`config.mk`:
```
export PLATFORM = sky130hd
export DESIGN_NAME = sample_framer
export DESIGN_NICKNAME = d
export VERILOG_FILES = /design/src/rtl/sample_framer_pkg.sv /design/src/rtl/frame_fifo2.sv /design/src/rtl/sample_framer.sv
export SDC_FILE = /design/constraint.sdc
export NUM_CORES = 1
export LEC_CHECK = 0
export BUFFER_PORTS_ARGS = -buffer_cell sky130_fd_sc_hd__buf_2
export CAP_MARGIN = 20
export CORE_MARGIN = 4
export CORE_UTILIZATION = 52
export DETAILED_ROUTE_END_ITERATION = 16
export PLACE_DENSITY = 0.76
export SYNTH_ARGS = -nofsm -noshare
export SYNTH_HDL_FRONTEND = slang
export SYNTH_SLANG_ARGS = --single-unit
```
`constraint.sdc`:
```
create_clock -name Clk_CI -period 2.7 [get_ports Clk_CI]
set_clock_uncertainty 0.05 [all_clocks]
set_input_delay 0.405 -clock Clk_CI [delete_from_list [all_inputs] [get_ports Clk_CI]]
set_output_delay 0.405 -clock Clk_CI [all_outputs]
set_load 0.02 [all_outputs]
```
`src/rtl/sample_framer_pkg.sv`:
```
// Shared definitions for the sample framer: default geometry, frame counter width
// and the classification of an accepted sample.
`ifndef CHANNEL_WIDTH
`define CHANNEL_WIDTH 8
`endif
`ifndef INPUT_CHANNELS
`define INPUT_CHANNELS 4
`endif

package sample_framer_pkg;

  localparam int unsigned FRAME_CNT_W = 16;

  typedef enum logic [1:0] {
    ACT_NONE,
    ACT_START,
    ACT_STORE,
    ACT_DROP
  } sample_act_e;

  // A first-flagged sample always restarts the frame; an unflagged one at channel 0 is orphaned.
  function automatic sample_act_e classify(input logic accept, input logic first, input logic at_ch0);
    if (!accept)      return ACT_NONE;
    else if (first)   return ACT_START;
    else if (at_ch0)  return ACT_DROP;
    else              return ACT_STORE;
  endfunction

endpackage

```
`src/rtl/frame_fifo2.sv`:
```
// Two-entry flop-based frame FIFO; head is presented directly from a register.
// Push is ignored when full unless a pop happens in the same cycle.
module frame_fifo2 #(
  parameter int unsigned WIDTH = 32
) (
  input  logic             clk_i,
  input  logic             rst_ni,
  input  logic             push_i,
  input  logic [WIDTH-1:0] push_dat_i,
  input  logic             pop_i,
  output logic             vld_o,
  output logic             full_o,
  output logic [WIDTH-1:0] dat_o
);

  logic [1:0]       cnt_q, cnt_d;
  logic [WIDTH-1:0] head_q, head_d;
  logic [WIDTH-1:0] tail_q, tail_d;
  logic             do_push, do_pop;

  assign do_pop  = pop_i && (cnt_q != 2'd0);
  assign do_push = push_i && ((cnt_q != 2'd2) || do_pop);

  always_comb begin
    cnt_d  = cnt_q;
    head_d = head_q;
    tail_d = tail_q;
    case ({do_push, do_pop})
      2'b10: begin
        if (cnt_q == 2'd0) head_d = push_dat_i;
        else               tail_d = push_dat_i;
        cnt_d = cnt_q + 2'd1;
      end
      2'b01: begin
        head_d = tail_q;
        cnt_d  = cnt_q - 2'd1;
      end
      2'b11: begin
        // Occupancy is unchanged; with a single entry the pushed frame becomes the head.
        if (cnt_q == 2'd1) begin
          head_d = push_dat_i;
        end else begin
          head_d = tail_q;
          tail_d = push_dat_i;
        end
      end
      default: ;
    endcase
  end

  always_ff @(posedge clk_i or negedge rst_ni) begin
    if (!rst_ni) begin
      cnt_q  <= 2'd0;
      head_q <= '0;
      tail_q <= '0;
    end else begin
      cnt_q  <= cnt_d;
      head_q <= head_d;
      tail_q <= tail_d;
    end
  end

  assign vld_o  = (cnt_q != 2'd0);
  assign full_o = (cnt_q == 2'd2);
  assign dat_o  = head_q;

endmodule

```
`src/rtl/sample_framer.sv`:
```
// Collects INPUT_CHANNELS per-channel samples into one frame, buffers up to two frames
// and flags framing errors; frame output appears the cycle after the last sample.
module sample_framer
  import sample_framer_pkg::*;
#(
  parameter int unsigned CHANNEL_WIDTH  = `CHANNEL_WIDTH,
  parameter int unsigned INPUT_CHANNELS = `INPUT_CHANNELS
) (
  input  logic                                  Clk_CI,
  input  logic                                  Reset_RI,
  input  logic                                  SampleValid_SI,
  output logic                                  SampleReady_SO,
  input  logic                                  SampleFirst_SI,
  input  logic [CHANNEL_WIDTH-1:0]              Sample_DI,
  output logic                                  ValidOut_SO,
  input  logic                                  ReadyIn_SI,
  output logic [0:CHANNEL_WIDTH*INPUT_CHANNELS-1] Raw_DO,
  output logic                                  SyncErr_SO,
  output logic [FRAME_CNT_W-1:0]                FrameCount_DO
);

  localparam int unsigned FRAME_W = CHANNEL_WIDTH * INPUT_CHANNELS;
  localparam int unsigned CNT_W   = $clog2(INPUT_CHANNELS);
  localparam logic [CNT_W-1:0] LAST_CH = CNT_W'(INPUT_CHANNELS - 1);

  logic [CNT_W-1:0]       ch_cnt_q, ch_cnt_d;
  logic [0:FRAME_W-1]     frame_q, frame_d;
  logic                   sync_err_q, sync_err_d;
  logic [FRAME_CNT_W-1:0] frame_cnt_q, frame_cnt_d;
  logic                   fifo_full, fifo_vld;
  logic                   accept, push, pop;
  sample_act_e            act;

  // Stall only when the frame about to complete would have nowhere to go.
  assign SampleReady_SO = !((ch_cnt_q == LAST_CH) && fifo_full);
  assign accept         = SampleValid_SI && SampleReady_SO;
  assign act            = classify(accept, SampleFirst_SI, ch_cnt_q == '0);
  assign pop            = fifo_vld && ReadyIn_SI;

  always_comb begin
    ch_cnt_d   = ch_cnt_q;
    frame_d    = frame_q;
    sync_err_d = 1'b0;
    push       = 1'b0;
    case (act)
      ACT_START: begin
        frame_d[0 +: CHANNEL_WIDTH] = Sample_DI;
        ch_cnt_d   = CNT_W'(1);
        sync_err_d = (ch_cnt_q != '0);
      end
      ACT_STORE: begin
        frame_d[int'(ch_cnt_q) * CHANNEL_WIDTH +: CHANNEL_WIDTH] = Sample_DI;
        if (ch_cnt_q == LAST_CH) begin
          push     = 1'b1;
          ch_cnt_d = '0;
        end else begin
          ch_cnt_d = ch_cnt_q + 1'b1;
        end
      end
      ACT_DROP: sync_err_d = 1'b1;
      default: ;
    endcase
  end

  assign frame_cnt_d = pop ? frame_cnt_q + 1'b1 : frame_cnt_q;

  always_ff @(posedge Clk_CI or negedge Reset_RI) begin
    if (!Reset_RI) begin
      ch_cnt_q    <= '0;
      frame_q     <= '0;
      sync_err_q  <= 1'b0;
      frame_cnt_q <= '0;
    end else begin
      ch_cnt_q    <= ch_cnt_d;
      frame_q     <= frame_d;
      sync_err_q  <= sync_err_d;
      frame_cnt_q <= frame_cnt_d;
    end
  end

  // frame_d already carries the last-channel sample when push is asserted.
  frame_fifo2 #(
    .WIDTH (FRAME_W)
  ) u_fifo (
    .clk_i      (Clk_CI),
    .rst_ni     (Reset_RI),
    .push_i     (push),
    .push_dat_i (frame_d),
    .pop_i      (pop),
    .vld_o      (fifo_vld),
    .full_o     (fifo_full),
    .dat_o      (Raw_DO)
  );

  assign ValidOut_SO   = fifo_vld;
  assign SyncErr_SO    = sync_err_q;
  assign FrameCount_DO = frame_cnt_q;

endmodule

```
==> run summary, run 1 <==
Status = finished with violations
Violated checks = negative setup slack
Clk_lat worst skew = 0.52 ns
IO Port Bufs = 63
#FFs+latches synth = 117
Yosys warns = 0
Prevailing post-synth register cell = dfrtp_1
Crit path time final = 2.753 ns
Pin count of the biggest net entering global routing = 71
Synthesized Nets = 490
Post-synth EDFFs = 0
Rel. slew slack = 60.67%
Final WL = 14070 um
Register area share after synthesis = 57.48%
Post-route DRC = 0
Kind of end point of the critical path = flip-flop
Fin crit share = 102.0%
Critical Path AT = 3.14 ns
Setup Crit Path Kind = reg -> reg
CTS Sinks = 117
Mapped Area = 5094 sq um
Final Worst Setup Slack = -0.05347 ns
Final Max Slew Viols = 0
Overall Global Routing Usage = 22.37%
Pwr Density = 1058 nW/um^2
Root buffer selected by CTS = clkbuf_8
Initial Util = 54.35%
Die area = 11440 sq um
Max stage delay cell, worst path = dfrtp_2
Grt total ovfl = 0
Clock Tree Buf Depth = 2
Num ports = 64
Worst Tran Pin Value = 0.5899 ns
CTS Buf Count = 17
First drt pass iteration count = 6
Vias = 4180
Die height = 107.0 um
Setup-failing EPs final = 9
Required time of the critical path = 3.08 ns
Filler cells = 612
Synthesized instance count = 463
Crit path launch type = flip-flop
Antenna fix cells = 0
Core box area = 9371 sq um
Post-route ant nets = 0
Mean Syn Cell Area = 11.00 sq um
Leakage = 0.003267 uW
Multi-input gate area = 2221 sq um
Peak supply drop = 0.4838 mV
Endpoints failing hold = 0
Hold WC Path Type = in -> reg
Final net count = 584
CP Max Fanout = 12
WL/cell = 20.13 um
Hold slack = 0.2054 ns
Area Overhead vs Synth = 33.26%
Cell Chain, Critical Path = ha_4, nand2_4, nand2_2, or2_4, inv_4, ha_4, nand2_8, a21o_1, inv_2, ha_4, buf_6, nand2_4, o211ai_1, buf_4, buf_12, nand2_1, o21ai_1
Share of synthesized registers carrying an async set or reset = 100.0%
First-pass GRT wire length = 20060 um
Max incr delay on CP = 0.45 ns
Routability cong. = 0.7483
Detail Placement HPWL = 7347 um
Clock transition at the registers of the reported paths = 0.06 ns
CTS tree = done
FP Rows = 35
Layout cell share with drive strength beyond 1 = 35.96%
Total negative slack = -0.1737 ns
Die X = 107.0 um
RSZ-0062 raised after global routing = yes
1st-iter DRT viols = 424
Maxcap violations = 0
Most used cell, CP = ha_4
Synth cell types = 42
FMAX = 363.2 MHz
Storage element area = 2930 sq um
Initial antenna violation count = 0
Avg Vias per Cell = 5.980
Vias in the first global route = 4054
Deepest level of the CTS H-tree = 4
[critical path, delay by kind of cell (launching register included)]
family,cells,cell delay [ns]
buf+inv,5,0.69
simple gates,6,0.55
fa+ha+maj,3,0.50
flops,1,0.45
compound gates,3,0.42
[power breakdown]
group          switching, uW  leakage (uW)  total, uW  internal (uW)
clock                    811      0.000270       2140           1330
sequential               338       0.00152       2600           2270
combinational           1460       0.00147       2440            979
total                   2600       0.00327       7180           4580
[path summary, 6_finish.rpt]
path / startpoint / end / slack (ns) / depth (start not counted)
worst max-delay path: ch_cnt_q[1] / u_fifo.tail_q[14] / -0.05 / 17
worst min-delay path: Sample_DI[0] / u_fifo.dat_o[24] / 0.21 / 3
worst max register to register: ch_cnt_q[1] / u_fifo.tail_q[14] / -0.05 / 17
worst min register to register: FrameCount_DO[15] / FrameCount_DO[15] / 0.41 / 1
max in group asynchronous: Reset_RI / u_fifo.dat_o[1] / 1.64 / 3
min in group asynchronous: Reset_RI / u_fifo.cnt_q[0] / 0.29 / 2
[kinds of logic (layout without fill, tap and decap cells)]
family	count (synthesis)	after routing	synth area share [%]
buffers and inverters	61	168	5.502
xor gates and xnor gates	17	17	2.923
adders and majority gates	14	14	3.439
and+or+nand+nor	111	111	10.34
muxes	8	8	1.769
DFF	117	117	57.48
AOI/OAI and AO/OA	135	135	18.55
[placed cells by master (no fill, tap or decap), types with 6 or more instances in the layout]
cell type	synthesis	layout
a31oi_1	8	8
buf_2	14	62
buf_4	1	21
nand2_4	1	11
o21ai_0	28	6
nand3_1	14	14
a2bb2oi_1	24	19
nor2_1	36	36
xor2_1	6	6
mux2_4	0	8
xnor2_1	11	11
buf_12	0	7
a22oi_1	24	21
ha_1	14	8
nand2_2	1	11
nand2_1	40	19
a21oi_1	26	26
o21ai_2	0	11
a22o_1	8	8
dfrtp_1	117	115
a32oi_1	8	8
clkbuf_16	0	19
o21ai_1	0	10
inv_1	36	31
[sequential cells by signal, summed over array words and instances, names as in the netlist]
| register | count |
|---|---|
| frame_q | 32 |
| u_fifo.dat_o | 32 |
| u_fifo.tail_q | 32 |
| FrameCount_DO | 16 |
| ch_cnt_q | 2 |
| u_fifo.cnt_q | 2 |
| SyncErr_SO | 1 |
[stage by stage]
step | setup slack, ns | instance area, sq um | power, uW | cells | utilization [%]
6_report | -0.05347 | 6788 | 7180 | 699 | 72.43
5_1_grt | -0.1420 | 6788 | 7540 | 699 | 72.43
4_1_cts | -0.04193 | 6399 | 6966 | 685 | 68.28
3_5_place_dp | -0.1335 | 5717 | 4756 | 643 | 61.00
3_3_place_gp | 0.04200 | 5717 | 4674 | 643 | 61.00
2_1_floorplan | 0.002001 | 5226 | 4061 | 463 | -
[cell type report]
type | count | share of cell area, %
clock buffers | 19 | 6.359
clock inverters | 13 | 1.954
inverters | 37 | 2.083
multi-input cells | 285 | 32.72
flip-flops and latches | 117 | 43.17
well taps | 129 | 2.378
repair buffers | 99 | 11.34
[Yosys cell counts, types with 2 or more instances]
master     count  share of area (%)
a22o_1         8                1.4
nor4_2         2               0.49
a2bb2oi_1     24                4.1
o21ai_0       28                2.8
nor2_1        36                2.7
nand2_1       40                2.9
mux2_2         8                1.8
nand4_1        3               0.37
nand3_1       14                1.4
nor4_1         2               0.25
a22oi_1       24                3.5
a21o_1         2               0.29
a31oi_1        8               0.98
a32oi_1        8                1.4
buf_2         14                1.4
o211ai_1       2               0.29
a21oi_2        2               0.34
a21oi_1       26                2.6
xor2_1         6                1.0
and4_1         2               0.34
inv_1         36                2.7
and4b_1        2               0.39
xnor2_1       11                1.9
dfrtp_1      117                 57
buf_6          4               0.88
ha_1          14                3.4
clkbuf_1       5               0.37
[metal layers]
metal	GRT usage (%)	up-vias	part of all wire [%]
met5	0	-	0
li1	-	1827	-
met4	7.945	0	3.7
met1	29.16	2087	40
met3	4.937	43	7.9
met2	37.01	223	49
[what timing repair did]
| item | CTS | global route |
|---|---|---|
| cloned | 1 | 7 |
| hold buffers | 1 | 0 |
| gates resized for setup | 4 | 85 |
| endpoints found under the hold margin | 21 | 0 |
| setup endpoints to repair | 64 | 64 |
| pin swaps | 3 | 20 |
| buffers inserted | 8 | 7 |
Note: power is estimated with default switching activity, not from simulation.
==> inputs of run 2 (changes only) <==
--- a/config.mk
+++ b/config.mk
@@ -8,9 +8,10 @@
 export BUFFER_PORTS_ARGS = -buffer_cell sky130_fd_sc_hd__buf_2
 export CAP_MARGIN = 20
 export CORE_MARGIN = 4
-export CORE_UTILIZATION = 52
+export CORE_UTILIZATION = 54
+export CTS_BUF_LIST = sky130_fd_sc_hd__clkbuf_4 sky130_fd_sc_hd__clkbuf_8
 export DETAILED_ROUTE_END_ITERATION = 16
-export PLACE_DENSITY = 0.76
+export PLACE_DENSITY = 0.78
 export SYNTH_ARGS = -nofsm -noshare
 export SYNTH_HDL_FRONTEND = slang
 export SYNTH_SLANG_ARGS = --single-unit
==> run 2 against run 1 <==
Net effect: the flow now finishes without violations; core utilization shrank 2.8 points; global-route usage grew 0.18 points; largest cell class unchanged; non-clock buffer count shrank 4.
==> run summary, run 2 (synthesis results as in run 1) <==
Fin crit share = 99.05% (was 102.0%)
Total negative slack = 0 ns (was -0.1737 ns)
Post-route ant nets = 0 (unchanged)
Num ports = 64 (unchanged)
Most frequent cells in the layout = 115 x dfrtp_1, 62 x buf_2, 36 x nand2_1, 36 x nor2_1, 31 x inv_1 (was 115 x dfrtp_1, 62 x buf_2, 36 x nor2_1)
Critical path origin = ch_cnt_q[0] (was ch_cnt_q[1])
Leakage = 0.003127 uW (was 0.003267 uW)
Initial Util = 55.39% (was 54.35%)
Detail Placement HPWL = 7503 um (was 7347 um)
Grt total ovfl = 0 (unchanged)
Final net count = 580 (was 584)
Hold slack = 0.2651 ns (was 0.2054 ns)
Maxcap violations = 0 (unchanged)
Critical Path AT = 2.97 ns (was 3.14 ns)
Peak supply drop = 0.4442 mV (was 0.4838 mV)
Root buffer selected by CTS = clkbuf_8 (unchanged)
Routability cong. = 0.7600 (was 0.7483)
FMAX = 373.9 MHz (was 363.2 MHz)
First drt pass iteration count = 5 (was 6)
Antenna fix cells = 0 (unchanged)
Crit path launch type = flip-flop (unchanged)
Pwr Density = 1025 nW/um^2 (was 1058 nW/um^2)
Most used cell, CP = ha_4 (unchanged)
Clock Tree Buf Depth = 2 (unchanged)
Max stage delay cell, worst path = dfrtp_2 (unchanged)
WL/cell = 18.64 um (was 20.13 um)
CTS Buf Count = 17 (unchanged)
Setup-failing EPs final = 0 (was 9)
Hold WC Path Type = in -> reg (unchanged)
Die height = 105.1 um (was 107.0 um)
Layout cell share with drive strength beyond 1 = 30.80% (was 35.96%)
Placed cell count = 625 (was 643)
Clk_lat worst skew = 0.43 ns (was 0.52 ns)
RR Startpoint = ch_cnt_q[0] (was ch_cnt_q[1])
Core box area = 9196 sq um (was 9371 sq um)
Filler cells = 669 (was 612)
Final WL = 12600 um (was 14070 um)
Endpoints failing hold = 0 (unchanged)
Status = completed (was finished with violations)
RSZ-0062 raised after global routing = yes (unchanged)
Post-route DRC = 0 (unchanged)
Required time of the critical path = 3.00 ns (was 3.08 ns)
Min-delay src = Sample_DI[5] (was Sample_DI[0])
Max incr delay on CP = 0.45 ns (about the same)
Setup Crit Path Kind = reg -> reg (unchanged)
Area Overhead vs Synth = 25.67% (was 33.26%)
CTS tree = done (unchanged)
IO Port Bufs = 63 (unchanged)
Rel. slew slack = 69.23% (was 60.67%)
CP Max Fanout = 6 (was 12)
Die X = 105.1 um (was 107.0 um)
Pin count of the biggest net entering global routing = 70 (was 71)
Final Max Slew Viols = 0 (unchanged)
Vias in the first global route = 4000 (was 4054)
Deepest level of the CTS H-tree = 4 (unchanged)
1st-iter DRT viols = 298 (was 424)
Cell Chain, Critical Path = ha_4, nand2_4, nand2_1, or2_4, inv_4, ha_4, nand2_8, a21o_1, inv_2, ha_4, buf_6, nand2_4, o211ai_1, buf_4, clkbuf_16, nand2_1, o21ai_1 (was ha_4, nand2_4, nand2_2, or2_4, inv_4, ha_4, nand2_8, a21o_1, inv_2, ha_4, buf_6, nand2_4, o211ai_1, buf_4, buf_12, nand2_1, o21ai_1)
FP Rows = 35 (unchanged)
CTS Sinks = 117 (unchanged)
Avg Vias per Cell = 5.895 (was 5.980)
Clock transition at the registers of the reported paths = 0.07 ns (was 0.06 ns)
Initial antenna violation count = 0 (unchanged)
Crit path time final = 2.674 ns (was 2.753 ns)
Non-Filler Instances = 676 (was 699)
Kind of end point of the critical path = flip-flop (unchanged)
First-pass GRT wire length = 19720 um (was 20060 um)
Commonest non-fill, non-tap cell in the layout = dfrtp_1 (unchanged)
Crit path max-delay family = buffers and inverters (unchanged)
Vias = 3985 (was 4180)
Worst Tran Pin Value = 0.4606 ns (was 0.5899 ns)
Worst path bufs/invs = 5 (unchanged)
Die area = 11050 sq um (was 11440 sq um)
Overall Global Routing Usage = 22.54% (was 22.37%)
## run 2: worst paths after layout
kind                                endpoint  slack (ns)  depth (start not counted)
setup / recovery           u_fifo.tail_q[20]        0.03                         17
hold / removal              u_fifo.dat_o[29]        0.27                          3
setup reg to reg           u_fifo.tail_q[20]        0.03                         17
hold reg to reg            FrameCount_DO[15]        0.42                          1
max in group asynchronous         frame_q[7]        1.53                          3
min in group asynchronous    u_fifo.dat_o[9]        0.38                          2
## run 2: report_power, final
part	total, uW	switching, uW	internal, uW
clock	1620	707	915
combinational	2360	1400	958
sequential	2580	317	2260
total	6560	2420	4130
## run 2: layout make-up
class	instances	area (sq um)	area share, %
Clock buffer	18	241.5	3.772
Clock inverter	13	158.9	2.482
Inverter	37	143.9	2.248
Multi-Input combinational cell	285	2098	32.78
Sequential cell	117	2930	45.78
Tap cell	111	138.9	2.170
Timing Repair Buffer	95	689.4	10.77
## run 2: what timing repair did
| action | in CTS | in global routing |
|---|---|---|
| resized for setup | 2 | 33 |
| setup endpoints to repair | 64 | 64 |
| hold buffers | 1 | 0 |
| pin swaps | 2 | 10 |
| cloned | 1 | 3 |
| buffers inserted | 9 | 7 |
| hold endpoints to repair | 25 | 0 |
## run 2: per-stage QoR
step                worst slack, ns  util (%)  area (sq um)  total power [uW]
global placement            0.04816     62.05          5707              4681
detailed placement          -0.1407     62.05          5707              4777
global route               -0.08710     69.61          6401              6932
floorplan                  0.002001         -          5226              4061
CTS                      -0.0001943     67.71          6227              6479
finish                      0.02560     69.61          6401              6560
## run 2: routing by layer
layer  GRT usage [%]  routed length, um
met5               0                  0
met3           6.609                831
met4           7.310                215
met2           37.58               6406
met1           28.28               5149
## run 2: worst reg2reg max path, delay by kind of cell (launching register included)
family / cells / cell delay [ns]
flops: 1 / 0.45
compound gates: 3 / 0.40
buf+inv: 5 / 0.68
simple gates: 6 / 0.53
fa+ha+maj: 3 / 0.49
==> inputs of run 3 (changes only) <==
--- a/config.mk
+++ b/config.mk
@@ -7,7 +7,7 @@
 export LEC_CHECK = 0
 export BUFFER_PORTS_ARGS = -buffer_cell sky130_fd_sc_hd__buf_2
 export CAP_MARGIN = 20
-export CORE_MARGIN = 4
+export CORE_MARGIN = 2
 export CORE_UTILIZATION = 54
 export CTS_BUF_LIST = sky130_fd_sc_hd__clkbuf_4 sky130_fd_sc_hd__clkbuf_8
 export DETAILED_ROUTE_END_ITERATION = 16
==> run 3 against run 2 <==
Net effect: the flow now finishes with violations (negative setup slack); cell area increased by 2.3%; sequential cell count unchanged; first-iteration DRC count increased by 13%; sequential share of layout area decreased by 1.0 points.
==> run summary, run 3 (synthesis results as in run 1) <==
First drt pass iteration count = 5 (unchanged)
Hold path depth = 3 (unchanged)
Final Max Slew Viols = 0 (unchanged)
1st-iter DRT viols = 337 (was 298)
Clock Tree Buf Depth = 2 (unchanged)
Routability cong. = 0.7834 (was 0.7600)
Antenna fix cells = 0 (unchanged)
Num ports = 64 (unchanged)
Setup Crit Path Kind = reg -> reg (unchanged)
Most used cell, CP = ha_4 (unchanged)
Met2 Resource Use GR = 36.78% (was 37.58%)
Post-Layout Inst Area = 6546 sq um (was 6401 sq um)
Min-delay src = Sample_DI[6] (was Sample_DI[5])
WL/cell = 18.78 um (was 18.64 um)
Final WL = 12790 um (was 12600 um)
Worst R2R Path Depth = 16 (was 17)
Worst hold endpoint = u_fifo.dat_o[30] (was u_fifo.dat_o[29])
Placed cell count = 625 (unchanged)
Final net count = 584 (was 580)
Die height = 101.1 um (was 105.1 um)
Initial Util = 55.39% (unchanged)
Critical Path AT = 3.00 ns (was 2.97 ns)
CTS Sinks = 117 (unchanged)
Worst Tran Pin Value = 0.4707 ns (was 0.4606 ns)
Vias = 4003 (was 3985)
Commonest non-fill, non-tap cell in the layout = dfrtp_1 (unchanged)
Die X = 101.1 um (was 105.1 um)
Peak supply drop = 0.4101 mV (was 0.4442 mV)
GR Util met3 = 5.825% (was 6.609%)
Most frequent cells in the layout = 115 x dfrtp_1, 62 x buf_2, 36 x nor2_1 (was 115 x dfrtp_1, 62 x buf_2, 36 x nand2_1, 36 x nor2_1, 31 x inv_1)
FP Rows = 35 (unchanged)
Clock transition at the registers of the reported paths = 0.07 ns (about the same)
Leakage = 0.003188 uW (was 0.003127 uW)
Final Worst Setup Slack = -0.04068 ns (was 0.02560 ns)
Vias in the first global route = 3661 (was 4000)
RR Startpoint = ch_cnt_q[0] (unchanged)
Area after DPL = 5707 sq um (unchanged)
Layout cell share with drive strength beyond 1 = 33.16% (was 30.80%)
Setup-failing EPs final = 9 (was 0)
Hold WC Path Type = in -> reg (unchanged)
Root buffer selected by CTS = clkbuf_8 (unchanged)
Detail Placement HPWL = 7280 um (was 7503 um)
RSZ-0062 raised after global routing = yes (unchanged)
Fin crit share = 101.5% (was 99.05%)
Overall Global Routing Usage = 23.54% (was 22.54%)
Max stage delay cell, worst path = dfrtp_2 (unchanged)
Pin count of the biggest net entering global routing = 74 (was 70)
Maxcap violations = 0 (unchanged)
Pwr Density = 1018 nW/um^2 (was 1025 nW/um^2)
Met1 Use GR = 32.54% (was 28.28%)
Busiest grt layer = met2 (unchanged)
CTS tree = done (unchanged)
FMAX = 364.9 MHz (was 373.9 MHz)
CP Max Fanout = 6 (unchanged)
Endpoints failing hold = 0 (unchanged)
Status = finished with violations (was completed)
Rel. slew slack = 68.62% (was 69.23%)
Required time of the critical path = 2.95 ns (was 3.00 ns)
Die area = 10230 sq um (was 11050 sq um)
Area Overhead vs Synth = 28.52% (was 25.67%)
Deepest level of the CTS H-tree = 4 (unchanged)
Crit path time final = 2.741 ns (was 2.674 ns)
Total negative slack = -0.1824 ns (was 0 ns)
Core box area = 9196 sq um (unchanged)
Kind of end point of the critical path = flip-flop (unchanged)
Critical path origin = ch_cnt_q[0] (unchanged)
Clk_lat worst skew = 0.43 ns (about the same)
CTS Buf Count = 17 (unchanged)
IO Port Bufs = 63 (unchanged)
Crit path launch type = flip-flop (unchanged)
Post-route ant nets = 0 (unchanged)
Non-Filler Instances = 681 (was 676)
Cell Chain, Critical Path = ha_4, nand2_4, nand2_2, or2_4, inv_4, ha_4, nand2_8, a21o_1, inv_2, ha_4, buf_4, nand2_2, o211ai_1, buf_4, clkbuf_16, o21ai_2 (was ha_4, nand2_4, nand2_1, or2_4, inv_4, ha_4, nand2_8, a21o_1, inv_2, ha_4, buf_6, nand2_4, o211ai_1, buf_4, clkbuf_16, nand2_1, o21ai_1)
RR Endpoint = u_fifo.tail_q[15] (was u_fifo.tail_q[20])
R2r setup slk = -0.04 ns (was 0.03 ns)
First-pass GRT wire length = 18450 um (was 19720 um)
Max incr delay on CP = 0.45 ns (about the same)
Initial antenna violation count = 0 (unchanged)
Violated checks = negative setup slack
Avg Vias per Cell = 5.878 (was 5.895)
Post-route DRC = 0 (unchanged)
Grt total ovfl = 0 (unchanged)
[run 3: repair_timing]
| action | 4_1_cts | 5_1_grt |
|---|---|---|
| hold endpoints to repair | 17 | 0 |
| setup buffers | 8 | 9 |
| resized for setup | 1 | 53 |
| setup endpoints to repair | 64 | 64 |
| gates cloned | 1 | 5 |
| pin swaps | 2 | 17 |
| hold buffers | 1 | 0 |
[run 3: worst max-delay path by stage]
stage,end,depth (start not counted)
floorplan,u_fifo.tail_q[24],14
global placement,u_fifo.dat_o[25],13
detailed placement,u_fifo.dat_o[27],13
CTS,u_fifo.dat_o[8],14
global route,u_fifo.tail_q[15],16
finish,u_fifo.tail_q[15],16
[run 3: worst max-delay path: cells and delay by family (launching register included)]
kind	cells	cell delay, ns
compound gates	3	0.41
fa+ha+maj	3	0.48
buf+inv	5	0.72
flops	1	0.45
simple gates	5	0.48
[run 3: cell type report]
cell class              count  area [sq um]
clock buffers              20         275.3
inverters                  37         141.4
fillers                   616          2650
well taps                 111         138.9
flip-flops and latches    117          2930
multi-input cells         285          2141
clock inverters            12         152.6
repair buffers             99         767.0
[run 3: report_power, final]
| group | switching, uW | internal (uW) | leakage [uW] |
|---|---|---|---|
| clock network | 728 | 983 | 0.000207 |
| logic | 1400 | 973 | 0.00146 |
| registers | 324 | 2260 | 0.00152 |
| total | 2450 | 4220 | 0.00319 |
[run 3: stage by stage]
step | setup WS (ns) | utilization [%] | hold slack [ns] | power [uW]
floorplan | 0.002001 | - | 0.05941 | 4061
global placement | 0.04872 | 62.05 | 0.2481 | 4677
detailed placement | -0.1533 | 62.05 | 0.2541 | 4771
CTS | -0.01463 | 67.85 | 0.2460 | 6530
global route | -0.1151 | 71.18 | 0.2554 | 7004
finish | -0.04068 | 71.18 | 0.2646 | 6667
[run 3: layer usage]
metal | wire length, um | vias up
li1 | - | 1822
met1 | 5270 | 2008
met2 | 6458 | 152
met3 | 790 | 21
met4 | 273 | 0
met5 | 0 | -
